File: src/rtl/int_controller_if.sv
// CPU I/O bus port of the interrupt controller: register select, strobes and data.
interface int_controller_if;
   logic [1:0] addr;
   logic       we;
   logic       re;
   logic [7:0] wdata;
   logic [7:0] rdata;

   modport master (output addr, output we, output re, output wdata, input rdata);
   modport slave  (input addr, input we, input re, input wdata, output rdata);
endinterface

File: src/rtl/int_controller.sv
// Eight-source interrupt controller: edge-detected pending bits, software mask and
// four independent fixed-width pulse generators feeding the CPU's int1..int4 inputs.
module int_controller #(
   parameter int PULSE_W = 4,
   parameter int NSRC    = 8
) (
   input  logic            i_clk,
   input  logic            i_rst_n,
   input  logic [NSRC-1:0] i_src,
   int_controller_if.slave bus,
   output logic            o_int1,
   output logic            o_int2,
   output logic            o_int3,
   output logic            o_int4
);
   localparam int CW = (PULSE_W > 2) ? $clog2(PULSE_W) : 1;
   localparam logic [CW-1:0] LOAD = CW'(PULSE_W - 1);

   typedef enum logic [1:0] {IDLE, HIGH, GAP} state_t;

   logic [NSRC-1:0] r_srcPrev;
   logic [NSRC-1:0] r_pending;
   logic [NSRC-1:0] r_mask;
   logic [7:0]      r_rdata;
   logic [3:0]      r_req;
   logic [3:0]      r_int;
   state_t          r_state [4];
   logic [CW-1:0]   r_cnt [4];
   logic [3:0]      r_queued;

   logic [NSRC-1:0] w_event;
   logic [NSRC-1:0] w_clear;
   logic [NSRC-1:0] w_maskRise;
   logic [NSRC-1:0] w_fire;
   logic [3:0]      w_req;
   logic            w_wrPend;
   logic            w_wrMask;
   state_t          w_stateNext [4];
   logic [CW-1:0]   w_cntNext [4];
   logic [3:0]      w_queuedNext;

   assign w_wrPend   = bus.we && (bus.addr == 2'd0);
   assign w_wrMask   = bus.we && (bus.addr == 2'd1);
   assign w_event    = i_src & ~r_srcPrev;
   assign w_clear    = w_wrPend ? bus.wdata : '0;
   // Unmasking an already-pending source must still interrupt the CPU.
   assign w_maskRise = w_wrMask ? (bus.wdata & ~r_mask & r_pending) : '0;
   assign w_fire     = (w_event & r_mask) | w_maskRise;
   assign w_req      = w_fire[3:0] | w_fire[7:4];

   always_ff @(posedge i_clk or negedge i_rst_n) begin
      if (!i_rst_n) begin
         r_srcPrev <= '0;
         r_pending <= '0;
         r_mask    <= '0;
         r_rdata   <= '0;
         r_req     <= '0;
      end else begin
         r_srcPrev <= i_src;
         r_pending <= (r_pending & ~w_clear) | w_event;
         r_req     <= w_req;
         if (w_wrMask) begin
            r_mask <= bus.wdata;
         end
         if (bus.re) begin
            case (bus.addr)
               2'd0:    r_rdata <= r_pending;
               2'd1:    r_rdata <= r_mask;
               2'd2:    r_rdata <= r_pending & r_mask;
               default: r_rdata <= 8'h00;
            endcase
         end
      end
   end

   always_comb begin
      for (int k = 0; k < 4; k++) begin
         w_stateNext[k]  = r_state[k];
         w_cntNext[k]    = r_cnt[k];
         w_queuedNext[k] = r_queued[k];
         case (r_state[k])
            IDLE: begin
               if (r_req[k]) begin
                  w_stateNext[k] = HIGH;
                  w_cntNext[k]   = LOAD;
               end
            end
            HIGH: begin
               if (r_req[k]) begin
                  w_queuedNext[k] = 1'b1;
               end
               if (r_cnt[k] == '0) begin
                  w_stateNext[k] = GAP;
                  w_cntNext[k]   = LOAD;
               end else begin
                  w_cntNext[k] = r_cnt[k] - 1'b1;
               end
            end
            GAP: begin
               // A request landing on the final gap cycle starts the next pulse directly.
               if (r_cnt[k] == '0) begin
                  w_queuedNext[k] = 1'b0;
                  if (r_queued[k] || r_req[k]) begin
                     w_stateNext[k] = HIGH;
                     w_cntNext[k]   = LOAD;
                  end else begin
                     w_stateNext[k] = IDLE;
                  end
               end else begin
                  w_cntNext[k] = r_cnt[k] - 1'b1;
                  if (r_req[k]) begin
                     w_queuedNext[k] = 1'b1;
                  end
               end
            end
            default: begin
               w_stateNext[k] = IDLE;
            end
         endcase
      end
   end

   always_ff @(posedge i_clk or negedge i_rst_n) begin
      if (!i_rst_n) begin
         for (int k = 0; k < 4; k++) begin
            r_state[k] <= IDLE;
            r_cnt[k]   <= '0;
         end
         r_queued <= '0;
         r_int    <= '0;
      end else begin
         for (int k = 0; k < 4; k++) begin
            r_state[k] <= w_stateNext[k];
            r_cnt[k]   <= w_cntNext[k];
            r_int[k]   <= (w_stateNext[k] == HIGH);
         end
         r_queued <= w_queuedNext;
      end
   end

   assign bus.rdata = r_rdata;
   assign o_int1    = r_int[0];
   assign o_int2    = r_int[1];
   assign o_int3    = r_int[2];
   assign o_int4    = r_int[3];
endmodule
File: src/flat_wrapper.sv
// flat-port wrapper written by rule: the top's interface ports become plain ports
module int_controller_flat 
#(
   parameter int PULSE_W = 4,
   parameter int NSRC    = 8
)
  (i_clk, i_rst_n, i_src, o_int1, o_int2, o_int3, o_int4, bus_addr, bus_we, bus_re, bus_wdata, bus_rdata);
  int_controller_if bus_i ();
  input  logic i_clk;
  input  logic i_rst_n;
  input  logic [NSRC-1:0] i_src;
  output logic o_int1;
  output logic o_int2;
  output logic o_int3;
  output logic o_int4;
  input wire logic [$bits(bus_i.addr)-1:0] bus_addr;
  input wire logic [$bits(bus_i.we)-1:0] bus_we;
  input wire logic [$bits(bus_i.re)-1:0] bus_re;
  input wire logic [$bits(bus_i.wdata)-1:0] bus_wdata;
  output wire logic [$bits(bus_i.rdata)-1:0] bus_rdata;
  assign bus_i.addr = bus_addr;
  assign bus_i.we = bus_we;
  assign bus_i.re = bus_re;
  assign bus_i.wdata = bus_wdata;
  assign bus_rdata = bus_i.rdata;
  int_controller #(.PULSE_W(PULSE_W), .NSRC(NSRC)) u_core (.i_clk(i_clk), .i_rst_n(i_rst_n), .i_src(i_src), .bus(bus_i), .o_int1(o_int1), .o_int2(o_int2), .o_int3(o_int3), .o_int4(o_int4));
endmodule
File: config.mk
export PLATFORM = sky130hd
export DESIGN_NAME = int_controller_flat
export DESIGN_NICKNAME = d
export VERILOG_FILES = /design/src/rtl/int_controller_if.sv /design/src/rtl/int_controller.sv /design/src/flat_wrapper.sv
export SDC_FILE = /design/constraint.sdc
export NUM_CORES = 1
export LEC_CHECK = 0
export CAP_MARGIN = 15
export CORE_MARGIN = 4
export CORE_UTILIZATION = 35
export DETAILED_ROUTE_END_ITERATION = 12
export HOLD_SLACK_MARGIN = 0.05
export PLACE_DENSITY = 0.62
export SYNTH_ARGS = -nofsm -noshare
export SYNTH_HDL_FRONTEND = slang
export SYNTH_SLANG_ARGS = --single-unit
export TNS_END_PERCENT = 100
File: constraint.sdc
create_clock -name i_clk -period 2.69 [get_ports i_clk]
set_input_delay 0.538 -clock i_clk [delete_from_list [all_inputs] [get_ports i_clk]]
set_output_delay 0.538 -clock i_clk [all_outputs]
set_load 0.005 [all_outputs]
==> impl_results.html <==
<table>
<tr><th>Metric</th><th>Value</th></tr>
<tr><th colspan="2">Outcome</th></tr>
<tr><td>Result of the run</td><td>complete, no violations</td></tr>
<tr><th colspan="2">Final layout</th></tr>
<tr><td>Area growth from synthesis to final layout</td><td>20.6%</td></tr>
<tr><td>Diode insertion count for antenna repair</td><td>0</td></tr>
<tr><td>Number of nets at the end of the flow</td><td>~360</td></tr>
<tr><td>Total of fill cells in the finished design</td><td>800</td></tr>
<tr><td>Share of layout cells above drive strength 1</td><td>between 10% and 20%</td></tr>
<tr><th colspan="2">Setup path</th></tr>
<tr><td>Critical path destination</td><td>u_core.r_mask[4]</td></tr>
<tr><td>Setup crit start kind</td><td>primary input</td></tr>
<tr><td>List of cells traversed by the critical path</td><td>clkdlybuf4s50_1 &gt; nand3b_4 &gt; mux2_2</td></tr>
<tr><td>Arrival time of data at the critical path endpoint</td><td>between 2 and 2.5 ns</td></tr>
<tr><td>Crit path capture type</td><td>flip-flop</td></tr>
<tr><td>R2r endpoint</td><td>u_core.r_cnt[1]</td></tr>
<tr><td>Setup slack, reg-to-reg</td><td>~0.95 ns</td></tr>
<tr><td>Worst setup startpoint</td><td>bus_addr[0]</td></tr>
<tr><td>Slowest-stage cell, CP</td><td>sky130_fd_sc_hd__clkdlybuf4s50_1</td></tr>
<tr><td>Required time worst endpoint</td><td>2.91 ns</td></tr>
<tr><td>Critical-path maximum fanout</td><td>15</td></tr>
<tr><td>Startpoint of the lowest-slack register-to-register path</td><td>u_core.r_state[0]</td></tr>
<tr><td>Cells on worst reg2reg path</td><td>5</td></tr>
<tr><td>Peak per-stage delay on the critical path</td><td>slightly below 0.9 ns</td></tr>
<tr><td>Classification of the worst setup path</td><td>in2reg</td></tr>
<tr><th colspan="2">Clock tree</th></tr>
<tr><td>Clock-pin slew on the worst setup and hold paths</td><td>approximately 0.060 ns</td></tr>
<tr><td>Total clock sinks</td><td>60</td></tr>
<tr><td>Clock Latency Late Sink</td><td>0.34 ns</td></tr>
<tr><td>H-tree depth</td><td>3</td></tr>
<tr><td>Hold-fix buffer count after cts</td><td>0</td></tr>
<tr><td>CTS buffer count</td><td>9</td></tr>
<tr><td>Buffer depth of the longest clock path</td><td>2</td></tr>
<tr><td>Setup fix buffers added after clock tree synthesis</td><td>0</td></tr>
<tr><td>TritonCTS clock tree</td><td>yes</td></tr>
<tr><td>CTS root buffer</td><td>sky130_fd_sc_hd__clkbuf_8</td></tr>
<tr><td>Quantity of gates resized following cts</td><td>0</td></tr>
<tr><th colspan="2">Synth</th></tr>
<tr><td>Synthesis-stage register bit count</td><td>60</td></tr>
<tr><td>Post-synthesis xor/xnor area fraction</td><td>0%</td></tr>
<tr><td>Adder-cell share of the synthesized area</td><td>9.79%</td></tr>
<tr><td>Share of the synthesized area in compound gates (AO/OA/AOI/OAI)</td><td>approximately 17%</td></tr>
<tr><td>Dominant cell type by area after synthesis</td><td>sky130_fd_sc_hd__dfrtp_1</td></tr>
<tr><td>Post-synthesis simple-gate area fraction</td><td>14.3%</td></tr>
<tr><td>Register area share after synthesis</td><td>about half</td></tr>
<tr><td>Commonest register cell after synthesis</td><td>sky130_fd_sc_hd__dfrtp_1</td></tr>
<tr><td>Share of synthesized registers carrying an async set or reset</td><td>100%</td></tr>
<tr><td>Count of distinct cell types in the synthesized netlist</td><td>31</td></tr>
<tr><td>Post-synth EDFFs</td><td>0</td></tr>
<tr><td>Syn Nets</td><td>around 320</td></tr>
<tr><td>Synthesis warning total</td><td>0</td></tr>
<tr><td>Number of instances in the synthesized netlist</td><td>approximately 280</td></tr>
<tr><td>Combinational family with the most area after synthesis</td><td>compound AO/OA/AOI/OAI gates</td></tr>
<tr><td>Avg Cell Area, Syn</td><td>11.2 um^2</td></tr>
<tr><td>Multiplexer share of the synthesized area</td><td>6.69%</td></tr>
<tr><td>Cell types occupying the most area after synthesis</td><td>sky130_fd_sc_hd__dfrtp_1 (49%), sky130_fd_sc_hd__ha_1 (9.8%), sky130_fd_sc_hd__nor2b_1 (4.9%)</td></tr>
<tr><td>Synth top area share</td><td>between 40% and 50%</td></tr>
<tr><td>Synthesized cell area</td><td>between 0.003 and 0.004 mm^2</td></tr>
<tr><th colspan="2">STA</th></tr>
<tr><td>Final worst-path cycle share</td><td>~70%</td></tr>
<tr><td>Accumulated negative setup slack</td><td>0 ns</td></tr>
<tr><td>RSZ-0062 raised after global routing</td><td>false</td></tr>
<tr><td>Final number of setup-violating endpoints</td><td>0</td></tr>
<tr><td>Fmax</td><td>about 0.53 GHz</td></tr>
<tr><td>Number of hold-slack violations in the final timing report</td><td>0</td></tr>
<tr><td>Max Transition Viols Final</td><td>0</td></tr>
<tr><td>Worst hold margin</td><td>roughly 0.19 ns</td></tr>
<tr><td>Fin worst setup slack</td><td>just over 0.8 ns</td></tr>
<tr><td>Transition at the pin with the smallest max-transition slack</td><td>between 0.6 and 0.7 ns</td></tr>
<tr><td>Worst clock skew</td><td>around 0.011 ns</td></tr>
<tr><td>Final critical delay including setup and external delays</td><td>1.87 ns</td></tr>
<tr><td>Headroom to the max-slew limit</td><td>between 50% and 60%</td></tr>
<tr><th colspan="2">Route</th></tr>
<tr><td>Sum of routed wire length over all layers</td><td>approximately 6 mm</td></tr>
<tr><td>Count of routing violations after the opening detailed-route iteration</td><td>83</td></tr>
<tr><td>First drt pass iteration count</td><td>5</td></tr>
<tr><td>Via count</td><td>approximately 2200</td></tr>
<tr><td>Detailed-route DRC error count</td><td>0</td></tr>
<tr><td>Detailed-route wire length per cell</td><td>13.7 um</td></tr>
<tr><td>Count of antenna-violating nets left after detailed routing</td><td>0</td></tr>
<tr><td>Drt via density</td><td>a little over 5</td></tr>
<tr><th colspan="2">Floorplan</th></tr>
<tr><td>Initial Util</td><td>36.6%</td></tr>
<tr><td>Die footprint</td><td>~0.010 mm^2</td></tr>
<tr><td>I/O pin count</td><td>34</td></tr>
<tr><td>Placement row count</td><td>33</td></tr>
<tr><td>Die boundary height</td><td>between 100 and 150 um</td></tr>
<tr><td>Die Width</td><td>between 100 and 150 um</td></tr>
<tr><td>CORE AREA</td><td>0.00838 mm^2</td></tr>
<tr><th colspan="2">Hold path</th></tr>
<tr><td>Hold WC Path Type</td><td>in2async</td></tr>
<tr><th colspan="2">GRT</th></tr>
<tr><td>Antenna violations before repair</td><td>0</td></tr>
<tr><td>Remaining global-route overflow</td><td>0</td></tr>
<tr><td>Maximum number of pins on one net before global-route repair</td><td>61</td></tr>
<tr><td>Combined global-route utilization of all metal layers</td><td>between 10% and 20%</td></tr>
<tr><td>Number of global-route vias before repair</td><td>2059</td></tr>
<tr><td>Global-route wire length before repair</td><td>9.69 mm</td></tr>
<tr><th colspan="2">Power and ir drop</th></tr>
<tr><td>Power density cells</td><td>800 mW/mm^2</td></tr>
<tr><td>Peak supply drop</td><td>365 uV</td></tr>
<tr><td>Static leakage</td><td>1.67 nW</td></tr>
<tr><td>Total power draw</td><td>~3.0 mW</td></tr>
<tr><th colspan="2">Place</th></tr>
<tr><td>Detail Placement HPWL</td><td>4.23 mm</td></tr>
<tr><td>Routability congestion estimate from global placement</td><td>a little under 0.8</td></tr>
<tr><td>Worst setup slack after placement</td><td>around 0.43 ns</td></tr>
<tr><td>Count of input and output buffers</td><td>33</td></tr>
<tr><th colspan="2">Flow run</th></tr>
<tr><td>MaxCap Viol Count</td><td>0</td></tr>
</table>
synth_stat cells (2+ instances only):
| master | count |
|---|---|
| sky130_fd_sc_hd__o31a_1 | 4 |
| sky130_fd_sc_hd__nor2_1 | 12 |
| sky130_fd_sc_hd__o21a_1 | 3 |
| sky130_fd_sc_hd__a311oi_1 | 4 |
| sky130_fd_sc_hd__buf_6 | 2 |
| sky130_fd_sc_hd__inv_1 | 16 |
| sky130_fd_sc_hd__dfrtp_1 | 60 |
| sky130_fd_sc_hd__a21o_1 | 16 |
| sky130_fd_sc_hd__a22oi_1 | 3 |
| sky130_fd_sc_hd__ha_1 | 24 |
| sky130_fd_sc_hd__nor2b_1 | 24 |
| sky130_fd_sc_hd__o221ai_1 | 3 |
| sky130_fd_sc_hd__mux2i_1 | 7 |
| sky130_fd_sc_hd__o22a_1 | 3 |
| sky130_fd_sc_hd__clkbuf_1 | 2 |
| sky130_fd_sc_hd__nand3b_1 | 6 |
| sky130_fd_sc_hd__nor3b_1 | 2 |
| sky130_fd_sc_hd__a21oi_1 | 4 |
| sky130_fd_sc_hd__o21ai_0 | 16 |
| sky130_fd_sc_hd__nand2_1 | 28 |
| sky130_fd_sc_hd__a31oi_1 | 13 |
| sky130_fd_sc_hd__mux2_2 | 12 |
| sky130_fd_sc_hd__a311oi_2 | 3 |
stage by stage:
step                      area (um^2)  util [%]  cells
after floorplan                  3070         -    275
after global placement           3530      42.1    412
after detailed placement         3530      42.1    412
after CTS                        3700      44.1    428
after global routing             3700      44.1    428
final                            3700      44.1    428
worst min-delay path by stage:
stage / from / endpoint / slack [ns] / depth (start not counted)
floorplan: i_rst_n / u_core.bus.rdata[0] / 0.24 / 0
global placement: u_core.bus.rdata[7] / u_core.bus.rdata[7] / 0.47 / 1
detailed placement: u_core.bus.rdata[7] / u_core.bus.rdata[7] / 0.47 / 1
CTS: i_rst_n / u_core.r_mask[0] / 0.21 / 2
global route: i_rst_n / u_core.r_state[4] / 0.22 / 2
finish: i_rst_n / u_core.r_state[4] / 0.19 / 2
cells by family after synthesis:
kind of cell / after synthesis
multiplexers: 19
adder cells (fa/ha/maj): 24
flip-flops: 60
buffers and inverters: 20
AND/OR/NAND/NOR: 78
AO/OA/AOI/OAI: 74
layout by cell type (no fill, tap or decap), drive strengths merged, types with 2 or more instances in the layout:
cell            n
nand2          28
clkinv          4
clkdlybuf4s50  32
nor3b           3
dfrtp          60
ha             24
a21o           16
buf             4
o22a            3
o31a            4
nor2           12
o221ai          3
nor2b          24
mux2           12
clkbuf         11
nand3b          7
a311oi          7
a31oi          13
a22oi           3
inv            16
and2b           2
a21oi           5
o21ai          16
o21a            3
mux2i           7
power breakdown:
| part | switching [mW] | internal [mW] |
|---|---|---|
| Sequential | 0.153 | 1.10 |
| Combinational | 0.473 | 0.528 |
| Clock | 0.353 | 0.353 |
| Total | 0.979 | 1.98 |
metal layers:
layer | GRT usage (%) | share of wire, % | vias to the layer above
met1 | 15.8 | 47 | 1049
met4 | 5.52 | 1.7 | 0
met2 | 18.9 | 47 | 37
met3 | 3.58 | 4.1 | 10
li1 | - | - | 1068
met5 | 0 | 0 | -
cell type report:
class,count,area (um^2),area share (%)
Inverter,16,60.1,1.62
Multi-Input combinational cell,195,1480,39.9
Clock inverter,5,27.5,0.744
Tap cell,105,131,3.55
Sequential cell,60,1500,40.6
Clock buffer,11,141,3.82
Timing Repair Buffer,36,360,9.74
critical path: cells and delay by family:
kind	cells	cell delay, ns
muxes	1	0.34
and+or+nand+nor	1	0.32
buffers and inverters	1	0.89
registers in the layout (all words and copies together) (netlist names):
register,flops
u_core.bus.rdata,8
u_core.r_cnt,8
u_core.r_int,4
u_core.r_mask,8
u_core.r_pending,8
u_core.r_queued,4
u_core.r_req,4
u_core.r_srcPrev,8
u_core.r_state,8
Power figures use the tool's default switching activity.
==> edit 1, RTL diff (same flow settings) <==
Reset style: synchronous (`i_rst_n`), changed in 2 clocked blocks.
--- a/src/rtl/int_controller.sv
+++ b/src/rtl/int_controller.sv
@@ -48,7 +48,7 @@
    assign w_fire     = (w_event & r_mask) | w_maskRise;
    assign w_req      = w_fire[3:0] | w_fire[7:4];
 
-   always_ff @(posedge i_clk or negedge i_rst_n) begin
+   always_ff @(posedge i_clk) begin
       if (!i_rst_n) begin
          r_srcPrev <= '0;
          r_pending <= '0;
@@ -120,7 +120,7 @@
       end
    end
 
-   always_ff @(posedge i_clk or negedge i_rst_n) begin
+   always_ff @(posedge i_clk) begin
       if (!i_rst_n) begin
          for (int k = 0; k < 4; k++) begin
             r_state[k] <= IDLE;
Function: differs if i_rst_n is asserted again (counterexample within 4 cycles, from zero or initial values and one cycle with i_rst_n low); with i_rst_n held inactive, the same outputs for 10 cycles.
==> edit 1 against the unedited design <==
  * Count of clock-buffer cells in the layout grew 1
  * Non-clock buffer count grew 1
  * Design area decreased by 3.9%
  * Sequential cell count unchanged
  * Global-route usage grew 1.3 points
  * Wire length increased by 5.6%
  * Worst setup slack better by 140 ps
  * Area after synthesis shrank 6.4%
  * Register-to-register slack gained 50 ps
Power is not compared: it rests on default switching activity, and its combinational part moved more than twofold at a synthesized area within 25%.
==> edit 1: results (changes against the unedited design) <==
grt_max_degree: 20  # -67%
ys_seq_area_share_pct: 41.83  # -7.1 points
grt_pass1_wl_um: 10530  # +8.7%
antenna_found_initial: 0  # unchanged
port_buffers: 33  # unchanged
drt_iter0_markers: 92  # +11%
path_max_fanout: 2  # -13
reg2regPathDepth: 6  # +1
finalNonFillerCells: 459  # +7.2%
holdCritStartpoint: "u_core.r_cnt[0][1]"
via_count: 2317  # +7.1%
slowest_stage: "clkdlybuf4s50_1"
cts_resized: 0  # unchanged
hold_depth: 2
first_pass_iters: 5  # unchanged
insertion_delay_ps: 330
place.gp.congestion: 0.8239  # +7.1%
cts_buffers: 9  # unchanged
clock_tree.root_cell: "clkbuf_8"
cts_setup_buffers: 0  # unchanged
hold_end: "u_core.r_cnt[0][1]"
synth.distinct_cells: 43  # +39%
antenna_cells: 0  # unchanged
cp_top_family: "buffers and inverters"
syn_avg_cell_area_um2: 9.204  # -18%
clkTransAtPathRegs_ps: 60  # about the same
syn_nets: 359  # +12%
cts_max_path_buffers: 2  # unchanged
reg2reg_to: "u_core.r_cnt[0][5]"
fin_skew_ps: 8.482  # -2.776 ps
finalWirelength_um: 6194  # +5.6%
leakagePower_uw: 0.001351
hold_viol_final: 0  # unchanged
yosysWarnings: 0  # unchanged
drive_gt1_share_pct: 8.403  # -4.0 points
m1WireLength_um: 2900  # +4.5%
synth_area_leaders: "dfxtp_1 42%, ha_1 11%, nor2b_1 4.8%"
rr_startpoint: "u_core.r_state[0][4]"
wl_met2_um: 2938  # +7.1%
hold_class: "reg -> reg"
rrSetupSlack_ps: 1000  # +50 ps
cp.arrival_ps: 1200  # -890 ps
hpwl_um: 4390  # +3.9%
route.top_layer_used: "met4"
grtUsageTotal_pct: 13.51  # +1.3 points
status: "complete, no violations"
ir_worst_vdd_mv: 0.2350
cpPeakStageDelay_ps: 520  # -370 ps
max-slew-margin-rel_pct: 62.11  # +6.0 points
nFillCells: 795  # -0.63%
fin_nets: 399  # +9.6%
p_int_uw: 1694
ctsHtreeMaxLevel: 3  # unchanged
placed_cells: 443  # +7.5%
async_flop_share_pct: 0  # -100 points
met3_wirelength_um: 235  # -2.1%
synthTopCellsByCount: "60 x dfxtp_1, 31 x nor2_1, 25 x ha_1"
==> edit 1: cell type report <==
class,instances,area [um2],share of cell area (%)
inverter,19,71.32,2.006
tap,102,127.6,3.590
clock inverter,4,70.07,1.971
clock buffer,12,165.2,4.646
sequential,60,1201,33.79
multi-input combinational,225,1559,43.86
timing repair buffer,37,360.3,10.14
==> edit 1: worst reg2reg max path: cells and delay by family (launching register included) <==
kind	cells	cell delay (ps)
AO/OA/AOI/OAI	2	610
flip-flops	1	430
buffers and inverters	1	90
AND/OR/NAND/NOR	2	240
adder cells (fa/ha/maj)	1	220
==> edit 1: layer usage <==
metal  GRT usage (%)  vias to the layer above
met1           16.41                     1092
met4           6.723                        0
met3           3.892                        7
met2           21.84                       32
met5               0                        -
li1                -                     1186
==> edit 1: worst max-delay path by stage <==
stage / from / endpoint / slack (ps)
after floorplan: u_core.r_state[0][4] / u_core.r_cnt[0][5] / 1210
after global placement: bus_addr[0] / u_core.r_mask[3] / 650
after detailed placement: bus_addr[0] / u_core.r_mask[3] / 640
final: u_core.bus.rdata[5] / bus_rdata[5] / 950
after global routing: u_core.r_state[0][6] / u_core.r_cnt[0][7] / 840
after CTS: u_core.bus.rdata[1] / bus_rdata[1] / 920
==> edit 1: kinds of logic (layout without fill, tap and decap cells) <==
logic type | after synthesis | count (layout) | synth area share, %
AO/OA/AOI/OAI | 77 | 77 | 18.00
adder cells (fa/ha/maj) | 25 | 25 | 10.89
buffers and inverters | 27 | 72 | 3.877
flip-flops | 60 | 60 | 41.83
multiplexers | 8 | 8 | 2.789
AND/OR/NAND/NOR | 115 | 115 | 22.61
==> edit 1: power by group through the flow <==
stage	sequential (uW)	clock [uW]	combinational, uW
floorplan	992	0	215
global placement	999	0	319
detailed placement	999	0	327
CTS	981	972	329
global route	988	1000	368
finish	981	941	326
==> edit 1: through the flow <==
step / setup WS [ps] / hold slack [ps] / util (%) / area, um2
floorplan: 1209 / 472.2 / - / 2872
global placement: 654.7 / 482.4 / 42.30 / 3319
detailed placement: 638.1 / 494.8 / 42.30 / 3319
CTS: 922.9 / 507.0 / 45.30 / 3555
global route: 838.4 / 545.0 / 45.30 / 3555
finish: 954.2 / 505.5 / 45.30 / 3555
==> edit 2, RTL diff (same flow settings) <==
Made on the original files. `PULSE_W` is set to 4 in 2 places; all go to 8.
--- a/src/rtl/int_controller.sv
+++ b/src/rtl/int_controller.sv
@@ -1,7 +1,7 @@
 // Eight-source interrupt controller: edge-detected pending bits, software mask and
 // four independent fixed-width pulse generators feeding the CPU's int1..int4 inputs.
 module int_controller #(
-   parameter int PULSE_W = 4,
+   parameter int PULSE_W = 8,
    parameter int NSRC    = 8
 ) (
    input  logic            i_clk,
--- a/src/flat_wrapper.sv
+++ b/src/flat_wrapper.sv
@@ -1,7 +1,7 @@
 // flat-port wrapper written by rule: the top's interface ports become plain ports
 module int_controller_flat 
 #(
-   parameter int PULSE_W = 4,
+   parameter int PULSE_W = 8,
    parameter int NSRC    = 8
 )
   (i_clk, i_rst_n, i_src, o_int1, o_int2, o_int3, o_int4, bus_addr, bus_we, bus_re, bus_wdata, bus_rdata);
Check against the original RTL: not equivalent (Yosys sat finds a counterexample within 10 cycles, from zero or initial values and one cycle with i_rst_n low).
==> edit 2 against the unedited design <==
  * Sequential cell count grew 4
  * Area after synthesis increased by 8.3%
  * Combinational power rose by 11%
  * Wire length is 14% higher
  * Worst setup slack got worse by 1.7 ps
  * Clock power increased by 6.8%
  * Critical path depth up 1
  * Design area is 8.3% higher
  * Power rose by 9.0%
==> edit 2: results (changes against the unedited design) <==
synth_area_leaders: "dfrtp_1 48%, ha_1 9.0%, inv_1 3.2%"
seq_cells: 64  # +6.7%
buffers: 37  # +2.8%
leakagePower_uw: 0.001783  # +6.9%
grt_pass1_vias: 2352  # +14%
first_pass_iters: 4  # -1
fin_nets: 387  # +6.3%
critical_path.startpoint: "bus_addr[1]"
clockBufferCount: 12  # +1
multi_input_cells: 201  # +3.1%
worstMarginPinSlew_ps: 581.1  # -75.46 ps
grt_max_degree: 31  # -49%
hpwl_um: 4909  # +16%
drt_iter0_markers: 74  # -11%
placedInstanceArea_um2: 3821  # +8.3%
vias_per_cell: 5.135  # +1.6%
ys_seq_area_share_pct: 48.19  # -0.75 points
ir_worst_vdd_mv: 0.3023  # -17%
drive_gt1_share_pct: 9.249  # -3.1 points
status: "complete, no violations"
final-clk-cell-share_pct: 4.592  # +0.025 points
nonClockInverterCount: 28  # +12
clkTransAtPathRegs_ps: 80  # +20 ps
grt_pass1_wl_um: 11180  # +15%
synthTopCellsByCount: "64 x dfrtp_1, 28 x inv_1, 26 x nand2_1"
nFillCells: 863  # +7.9%
synth.distinct_cells: 38  # +23%
taps: 129  # +23%
place.gp.congestion: 0.8070  # +4.9%
-- edit 2: power breakdown --
group / total (uW) / leakage [uW] / switching, uW / internal [uW]
clock: 754 / 0.0000886 / 368 / 385
sequential: 1360 / 0.000717 / 186 / 1180
combinational: 1110 / 0.000977 / 528 / 583
total: 3230 / 0.00178 / 1080 / 2150
-- edit 2: path summary, 6_finish.rpt --
check	end	slack (ps)	cells past startpoint
max	u_core.r_pending[3]	820	4
min	u_core.r_cnt[11]	160	1
max reg2reg	u_core.r_cnt[1]	980	5
min reg2reg	u_core.r_cnt[0]	480	1
max in group asynchronous	u_core.bus.rdata[4]	1900	2
min in group i_clk	u_core.r_cnt[0]	480	1
-- edit 2: kinds of logic (layout without fill, tap and decap cells) --
kind of cell	count (synthesis)	in the layout	share of synthesized area [%]
simple gates	70	70	11.60
flops	64	64	48.19
fa+ha+maj	24	24	9.036
compound gates	87	87	20.14
mux	20	20	6.928
buf+inv	33	81	4.104
-- edit 2: metrics by stage --
stage	std cells	worst slack (ps)	utilization, %
6_report	475	815.5	43.34
5_1_grt	475	699.0	43.34
4_1_cts	475	817.1	43.34
3_5_place_dp	459	469.8	41.35
3_3_place_gp	459	487.9	41.35
2_1_floorplan	298	1117	-
-- edit 2: worst max-delay path, cell delays in order --
cell and delay [ps]:
clkdlybuf4s50_1 620, nor3b_2 610, nand2_1 120, a21o_1 200
-- edit 2: routing by layer --
layer	vias to the layer above	track usage (%)	share of wire [%]	wire length, um
li1	1192	-	-	-
met4	0	6.748	2.3	153
met3	12	2.388	3.7	245
met5	-	0	0	0
met1	1177	16.80	49	3237
met2	58	18.94	46	3038
